### config.mk
export PLATFORM = sky130hd
export DESIGN_NAME = bcd4binary
export DESIGN_NICKNAME = d
export VERILOG_FILES = /design/src/rtl/bcd4binary_pkg.sv /design/src/rtl/bcd4binary_mul10add.sv /design/src/rtl/bcd4binary.sv
export SDC_FILE = /design/constraint.sdc
export NUM_CORES = 1
export LEC_CHECK = 0
export ABC_AREA = 0
export BUFFER_PORTS_ARGS = -buffer_cell sky130_fd_sc_hd__buf_2
export CORE_ASPECT_RATIO = 1.25
export CORE_UTILIZATION = 35
export CTS_CLUSTER_SIZE = 40
export DETAILED_ROUTE_END_ITERATION = 12
export RECOVER_POWER = 100
export SYNTH_ARGS = -nofsm -noshare
export SYNTH_HDL_FRONTEND = slang
export SYNTH_HIERARCHICAL = 1
export SYNTH_SLANG_ARGS = --single-unit
### constraint.sdc
create_clock -name clk -period 3.55 [get_ports clk]
set_input_delay 0.355 -clock clk [delete_from_list [all_inputs] [get_ports clk]]
set_output_delay 0.355 -clock clk [all_outputs]
set_load 0.03 [all_outputs]
### src/rtl/bcd4binary_pkg.sv
//------------------------------------------------------------------------------
// Module   : bcd4binary_pkg
// Purpose  : Shared constants and digit helpers for the BCD -> binary converter
// Revision : 1.0 - initial release
//------------------------------------------------------------------------------
`default_nettype none

package bcd4binary_pkg;

    localparam int          c_VALUE_W = 14;
    localparam int          c_DIGIT_W = 4;
    localparam logic [3:0]  c_BLANK   = 4'hF;

    localparam logic [1:0]  c_S_IDLE  = 2'b00;
    localparam logic [1:0]  c_S_ACCUM = 2'b01;
    localparam logic [1:0]  c_S_DONE  = 2'b10;

    // Blank digits contribute nothing to the sum.
    function automatic logic [c_DIGIT_W-1:0] digit_value(input logic [c_DIGIT_W-1:0] d);
        return (d == c_BLANK) ? '0 : d;
    endfunction

    function automatic logic digit_invalid(input logic [c_DIGIT_W-1:0] d);
        return (d >= 4'hA) && (d <= 4'hE);
    endfunction

endpackage

`default_nettype wire

### src/rtl/bcd4binary_mul10add.sv
//------------------------------------------------------------------------------
// Module   : bcd4binary_mul10add
// Purpose  : acc_out = acc_in * 10 + digit using shifts and adds, modulo 2^W
// Revision : 1.0 - initial release
//------------------------------------------------------------------------------
`default_nettype none

module bcd4binary_mul10add #(
    parameter int VALUE_W = 14
) (
    input  logic [VALUE_W-1:0] acc_in,
    input  logic [3:0]         digit,
    output logic [VALUE_W-1:0] acc_out
);

    logic [VALUE_W-1:0] w_x8;
    logic [VALUE_W-1:0] w_x2;
    logic [VALUE_W-1:0] w_dig;

    assign w_x8    = {acc_in[VALUE_W-4:0], 3'b000};
    assign w_x2    = {acc_in[VALUE_W-2:0], 1'b0};
    assign w_dig   = {{(VALUE_W-4){1'b0}}, digit};
    assign acc_out = w_x8 + w_x2 + w_dig;

endmodule

`default_nettype wire

### src/rtl/bcd4binary.sv
//------------------------------------------------------------------------------
// Module   : bcd4binary
// Purpose  : Sequential 4-digit BCD -> 14-bit binary converter, MSD first,
//            one digit per cycle. Define BCD2BIN_ERR_EN to flag nibbles A..E.
// Revision : 1.0 - initial release
//------------------------------------------------------------------------------
`default_nettype none

module bcd4binary
    import bcd4binary_pkg::*;
(
    input  logic                 clk,
    input  logic                 rst,
    input  logic                 start,
    input  logic [3:0]           A,
    input  logic [3:0]           B,
    input  logic [3:0]           C,
    input  logic [3:0]           D,
    output logic                 ready,
    output logic                 valid,
    output logic [c_VALUE_W-1:0] value,
    output logic                 err
);

    logic [1:0]            r_state;
    logic [1:0]            r_dig_sel;
    logic [3:0][3:0]       r_shadow;
    logic [c_VALUE_W-1:0]  r_acc;

    logic [3:0]            w_digit;
    logic [c_VALUE_W-1:0]  w_acc_next;
    logic [c_VALUE_W-1:0]  w_result;
    logic                  w_accept;
    logic                  w_finish;

    assign w_accept = (r_state == c_S_IDLE) && start;
    assign w_finish = (r_state == c_S_ACCUM) && (r_dig_sel == 2'd0);
    assign w_digit  = digit_value(r_shadow[r_dig_sel]);

    bcd4binary_mul10add #(
        .VALUE_W (c_VALUE_W)
    ) u_mul10add (
        .acc_in  (r_acc),
        .digit   (w_digit),
        .acc_out (w_acc_next)
    );

`ifdef BCD2BIN_ERR_EN
    logic r_bad;
    logic w_in_bad;

    assign w_in_bad = digit_invalid(A) | digit_invalid(B) |
                      digit_invalid(C) | digit_invalid(D);
    assign w_result = r_bad ? '0 : w_acc_next;

    // err is sticky until the next accepted start.
    always_ff @(posedge clk) begin
        if (!rst) begin
            r_bad <= 1'b0;
            err   <= 1'b0;
        end else if (w_accept) begin
            r_bad <= w_in_bad;
            err   <= 1'b0;
        end else if (w_finish) begin
            err   <= r_bad;
        end
    end
`else
    assign w_result = w_acc_next;
    assign err      = 1'b0;
`endif

    always_ff @(posedge clk) begin
        if (!rst) begin
            r_state   <= c_S_IDLE;
            r_dig_sel <= 2'd3;
            r_shadow  <= '0;
            r_acc     <= '0;
            ready     <= 1'b1;
            valid     <= 1'b0;
            value     <= '0;
        end else begin
            case (r_state)
                c_S_IDLE: begin
                    valid <= 1'b0;
                    ready <= 1'b1;
                    if (start) begin
                        r_shadow  <= {D, C, B, A};
                        r_acc     <= '0;
                        r_dig_sel <= 2'd3;
                        ready     <= 1'b0;
                        r_state   <= c_S_ACCUM;
                    end
                end
                c_S_ACCUM: begin
                    r_acc <= w_acc_next;
                    if (r_dig_sel == 2'd0) begin
                        value   <= w_result;
                        valid   <= 1'b1;
                        r_state <= c_S_DONE;
                    end else begin
                        r_dig_sel <= r_dig_sel - 2'd1;
                    end
                end
                c_S_DONE: begin
                    valid   <= 1'b0;
                    ready   <= 1'b1;
                    r_state <= c_S_IDLE;
                end
                default: begin
                    valid   <= 1'b0;
                    ready   <= 1'b1;
                    r_state <= c_S_IDLE;
                end
            endcase
        end
    end

endmodule

`default_nettype wire
Word level (Yosys, flattened, before mapping)
Index checks and enable logic that the tools add are counted.
- $mul: 0
- add/sub/neg operators: 3
- divide/modulo/power cells: 0
- shift-type cells: 0
- order comparisons: 1
- bitwise logic cells: 0
- mux-type cells: 13
- equality and inequality tests: 5
- reductions and logical operators: 9
- operators with widths (cell ; number):
    one-hot mux 13 bit (2 select lines) ; 1
    adder 14 bit ; 1
    adder 14 x 4 -> 14 bit ; 1
    two-way mux 13 bit ; 1
    AND reduction 2 bit ; 5
    binary-select mux 4 bit (select 2 bit) ; 1
    two-way mux 2 bit ; 4
    two-way mux 4 bit ; 2
    one-hot mux 2 bit (2 select lines) ; 2
    == test 4 bit (second input constant) ; 1
    logical NOT 2 bit ; 2
    != test 2 bit (second input constant) ; 2
    less-than comparator 2 x 3 -> 1 bit (second input constant) ; 1
    AND reduction 3 bit ; 1
    == test 2 x 1 -> 1 bit (second input constant) ; 1
    != test 2 x 1 -> 1 bit (second input constant) ; 1
    one-hot mux 1 bit (2 select lines) ; 1
    nonzero test 2 bit ; 1
    subtractor 2 x 1 -> 2 bit (second input constant) ; 1
    two-way mux 1 bit ; 1
- ROM bits: 0
- latch bits: 0
- memories kept: 0
- register bits after elaboration: 49
- output and inout port bits: 17
- RAM bits: 0
- input bits: 19

Logic depth before layout (Yosys ltp)
- word-level depth: 6
- mapped depth: 15
- mapped depth without buffers: 14

Modules after synthesis
Netlist, hierarchy kept.
- by module, submodules not included (module ; sequential area each (sq um) ; instances ; area an instance (sq um) ; cells each):
    bcd4binary ; 1001.0 ; 1 ; 2014.4 ; 209
    bcd4binary_mul10add ; 0.0 ; 1 ; 655.6 ; 75

Worst setup path after synthesis
Ideal clock, no wire load.
- path type: flip-flop to flip-flop
- from: register r_dig_sel[0]
- to: register r_acc[12]
- slack: 0.273 ns
- data required time: 3.433 ns
- cell stages (with the launch flop): 15
- buffers on the path: 1
- clock period less this slack: 3.277 ns
- data arrival time: 3.160 ns
- path through: dfxtp_1 > buf_6 > mux4_2 > and2_4 > a21boi_1 > inv_1 > fa_1 > inv_1 > fa_1 > a21o_1 > nand4_1 > nand3_1 > a211oi_1 > xnor2_1 > a22o_1
- word-level cells in the longest chain between the ends: 6
- ends and longest elaborated chain (what ; RTL line ; source):
    start, declared ; bcd4binary.sv:26 ; logic [1:0] r_dig_sel;
    start signal, assigned ; bcd4binary.sv:102 ; r_dig_sel <= r_dig_sel - 2'd1;
    binary-select mux 4 bit (select 2 bit) * ; bcd4binary.sv:38 ; assign w_digit = digit_value(r_shadow[r_dig_sel]);
    two-way mux 4 bit (implied by the code) * ; bcd4binary.sv:38 ;
    == test 4 bit ; bcd4binary_pkg.sv:20 ; return (d == c_BLANK) ? '0 : d;
    two-way mux 4 bit * ; bcd4binary_pkg.sv:20 ;
    net w_digit[3] ; bcd4binary.sv:30 ; logic [3:0] w_digit;
    adder 14 x 4 -> 14 bit * ; bcd4binary_mul10add.sv:23 ; assign acc_out = w_x8 + w_x2 + w_dig;
    net w_acc_next[12] ; bcd4binary.sv:31 ; logic [c_VALUE_W-1:0] w_acc_next;
    one-hot mux 13 bit (2 select lines) * ; bcd4binary.sv:83 ; case (r_state)
    end signal, assigned ; bcd4binary.sv:96 ; r_acc <= w_acc_next;
    end, declared ; bcd4binary.sv:28 ; logic [c_VALUE_W-1:0] r_acc;
Mark *: on every way through the listed nets, which the timed path passes. The rest lies on a longest branch. The select of a mux whose other input is x is not followed.
A chain may end at the register's enable or synchronous reset.

Final worst setup path
- from: register r_dig_sel[0]
- to: register value[12]
- word-level cells in the longest chain between the ends: 5
- ends and longest elaborated chain (what ; RTL line ; source):
    binary-select mux 4 bit (select 2 bit) * ; bcd4binary.sv:38 ;
    two-way mux 4 bit (implied by the code) * ; bcd4binary.sv:38 ;
    == test 4 bit ; bcd4binary_pkg.sv:20 ;
    two-way mux 4 bit * ; bcd4binary_pkg.sv:20 ;
    net w_digit[3] ; bcd4binary.sv:30 ;
    adder 14 x 4 -> 14 bit * ; bcd4binary_mul10add.sv:23 ;
    net w_acc_next[12] ; bcd4binary.sv:31 ;
    end signal, assigned ; bcd4binary.sv:98 ; value <= w_result;
    end, declared ; bcd4binary.sv:21 ; output logic [c_VALUE_W-1:0] value,
Marks and branches as above.

==> results.md <==
- Routed vias/inst: 4.95
- Worst hold path type: primary input to register
- CTS Buf Count: 5
- Initial Util: 35.9%
- Placed Area: 0.00283 mm²
- TNS Setup: 0 ns
- Final instance area: 0.00289 mm²
- Largest net degree at the start of global routing: 37
- Failing checks: capacitance limit, slew limit
- WL final: 5190 µm
- Worst slew pin tran: 1.67 ns
- Average cell area after synthesis: 9.37 µm²
- Worst Path Required: 3.79 ns
- Synth warn: 6
- Layout cells sized above 1: 13.4%
- Highest clock rate: 299 MHz
- Syn Nets: 326
- Clock Tree Buf Depth: 2
- Max transition margin: -11.8%
- Total track usage: 14.3%
- Antenna cells: 0
- Reg-to-Reg Start: r_dig_sel[0]$_SDFFE_PN1P_
- Peak supply drop: 0.251 mV
- Clock-pin slew on the worst setup and hold paths: 0.09 ns
- Global-route wire length before repair: 8910 µm
- CTS tree: built
- Post-Synthesis Cells: 282
- Vias in the first global route: 1907
- Post-route clock period utilization: 94.4%
- Final WS setup: 0.200 ns
- Post-DP HPWL: 3780 µm
- Starting DRT DRC Count: 67
- Synthesized cell area: 0.00264 mm²
- Setup crit start kind: register
- Clock sinks: 49
- Core area: 0.00736 mm²
- Setup CP Type: register to register
- WP data arrival: 3.59 ns
- Hold_sp: B[2]
- Final net count: 350
- Status: finished with violations
- Max Cap Viol: 1
- Worst-Skew Late Latency: 0.30 ns
- # DRC: 0
- Via count: 1977
- Die height: 99.1 µm
- Ports: 36
- H-tree levels: 2
- RSZ-0062 raised after global routing: no
- Pwr per Cell Area: 349 mW/mm²
- Final Critical Period: 3.35 ns
- Tot Pwr: 1.01 mW
- Final hold violation count: 0
- WL/cell: 13.0 µm
- Setup WS pre-CTS: 0.150 ns
- Total gr overflow: 0
- Full die area: 0.00790 mm²
- Count of input and output buffers: 34
- Detail Route Antenna Nets: 0
- Final clock skew: 0.00514 ns
- CP startpoint: r_dig_sel[0]$_SDFFE_PN1P_
- # fillers: 787
- Die width: 79.7 µm
- Leak pwr: 1.24 nW
- Worst-path fanout max: 4
- DRT Pass-1 Iters: 4
- Crit. End Element: register
- Initial antenna violation count: 0
- Final setup vio count: 0
- Gpl congestion: 0.806
- Area Overhead vs Synth: 9.38%
- CTS root buf: clkbuf_8
- Fin. max-slew vios: 17
- Cell Rows: 35
[path summary, 6_finish.rpt]
check / end / cells past startpoint / slack (ns)
setup reg to reg: value[12]$_SDFFE_PN0P_ / 14 / 0.20
hold reg to reg: r_shadow[6]$_SDFFE_PN0P_ / 2 / 0.46
hold / removal: r_shadow[6]$_SDFFE_PN0P_ / 3 / 0.29
setup / recovery: value[12]$_SDFFE_PN0P_ / 14 / 0.20
[layout by cell type (no fill, tap or decap), types with 2 or more instances in the layout]
master,count
mux4_2,4
nor3b_1,4
clkbuf_8,5
xnor2_1,6
fa_1,2
nand2_1,61
inv_1,10
and2_4,2
a21boi_0,31
o21a_1,3
nand3b_1,2
a21oi_1,6
xor2_1,5
a31oi_1,3
a21boi_1,4
dfxtp_1,47
and3b_1,2
a22o_1,13
ha_1,23
buf_2,18
nor2_1,3
nand3_1,5
o21ai_0,4
clkbuf_1,19
[layout make-up]
class                      count  area (µm²)  share of cell area [%]
multi-input combinational    204        1510                    52.1
sequential                    49         986                    34.1
timing repair buffer          36         161                    5.59
tap                           92         115                    3.98
clock buffer                   7        76.3                    2.64
inverter                      10        37.5                    1.30
clock inverter                 1        7.51                   0.260
[per-stage QoR]
stage	hold slack (ns)	utilization [%]	cells
6_report	0.290	39.3	399
5_1_grt	0.271	39.3	399
4_1_cts	0.273	39.5	399
3_5_place_dp	0.448	38.4	391
3_3_place_gp	0.443	38.4	391
2_1_floorplan	0.432	-	282
[worst max-delay path, cell delays in order (launching register included)]
cell and delay, ns:
dfxtp_4 0.38, mux4_2 0.51, and2_4 0.18, a21boi_1 0.14, inv_1 0.07, fa_1 0.47
inv_1 0.07, fa_1 0.46, a21o_1 0.19, nand4_1 0.09, nand3_1 0.10, a211oi_1 0.26
xnor2_1 0.18, nand2_1 0.07, a21boi_1 0.13
[sequential cells by signal, indices dropped and copies added (netlist names)]
register / cells
r_acc: 13
r_dig_sel: 2
r_shadow: 16
r_state: 2
ready: 1
valid: 1
value: 14
[power breakdown]
part	leakage, nW	internal (mW)	switching (mW)	total (mW)
clock	0.0385	0.140	0.190	0.330
sequential	0.398	0.565	0.0117	0.577
combinational	0.803	0.0465	0.0559	0.102
total	1.24	0.751	0.257	1.01
[layer usage]
layer | wire (µm) | track usage (%) | part of all wire (%) | vias up
li1 | - | - | - | 1028
met1 | 2390 | 17.8 | 46 | 914
met2 | 2590 | 24.6 | 50 | 30
met3 | 157 | 3.03 | 3.0 | 5
met4 | 55 | 3.78 | 1.1 | 0
met5 | 0 | 0 | 0 | -
[what timing repair did]
action | 4_1_cts | 5_1_grt
hold buffers | 0 | 0
gates resized for setup | 0 | 4
endpoints found under the setup margin | 0 | 7
buffers inserted | 0 | 0
Note: power is estimated with default switching activity, not from simulation.
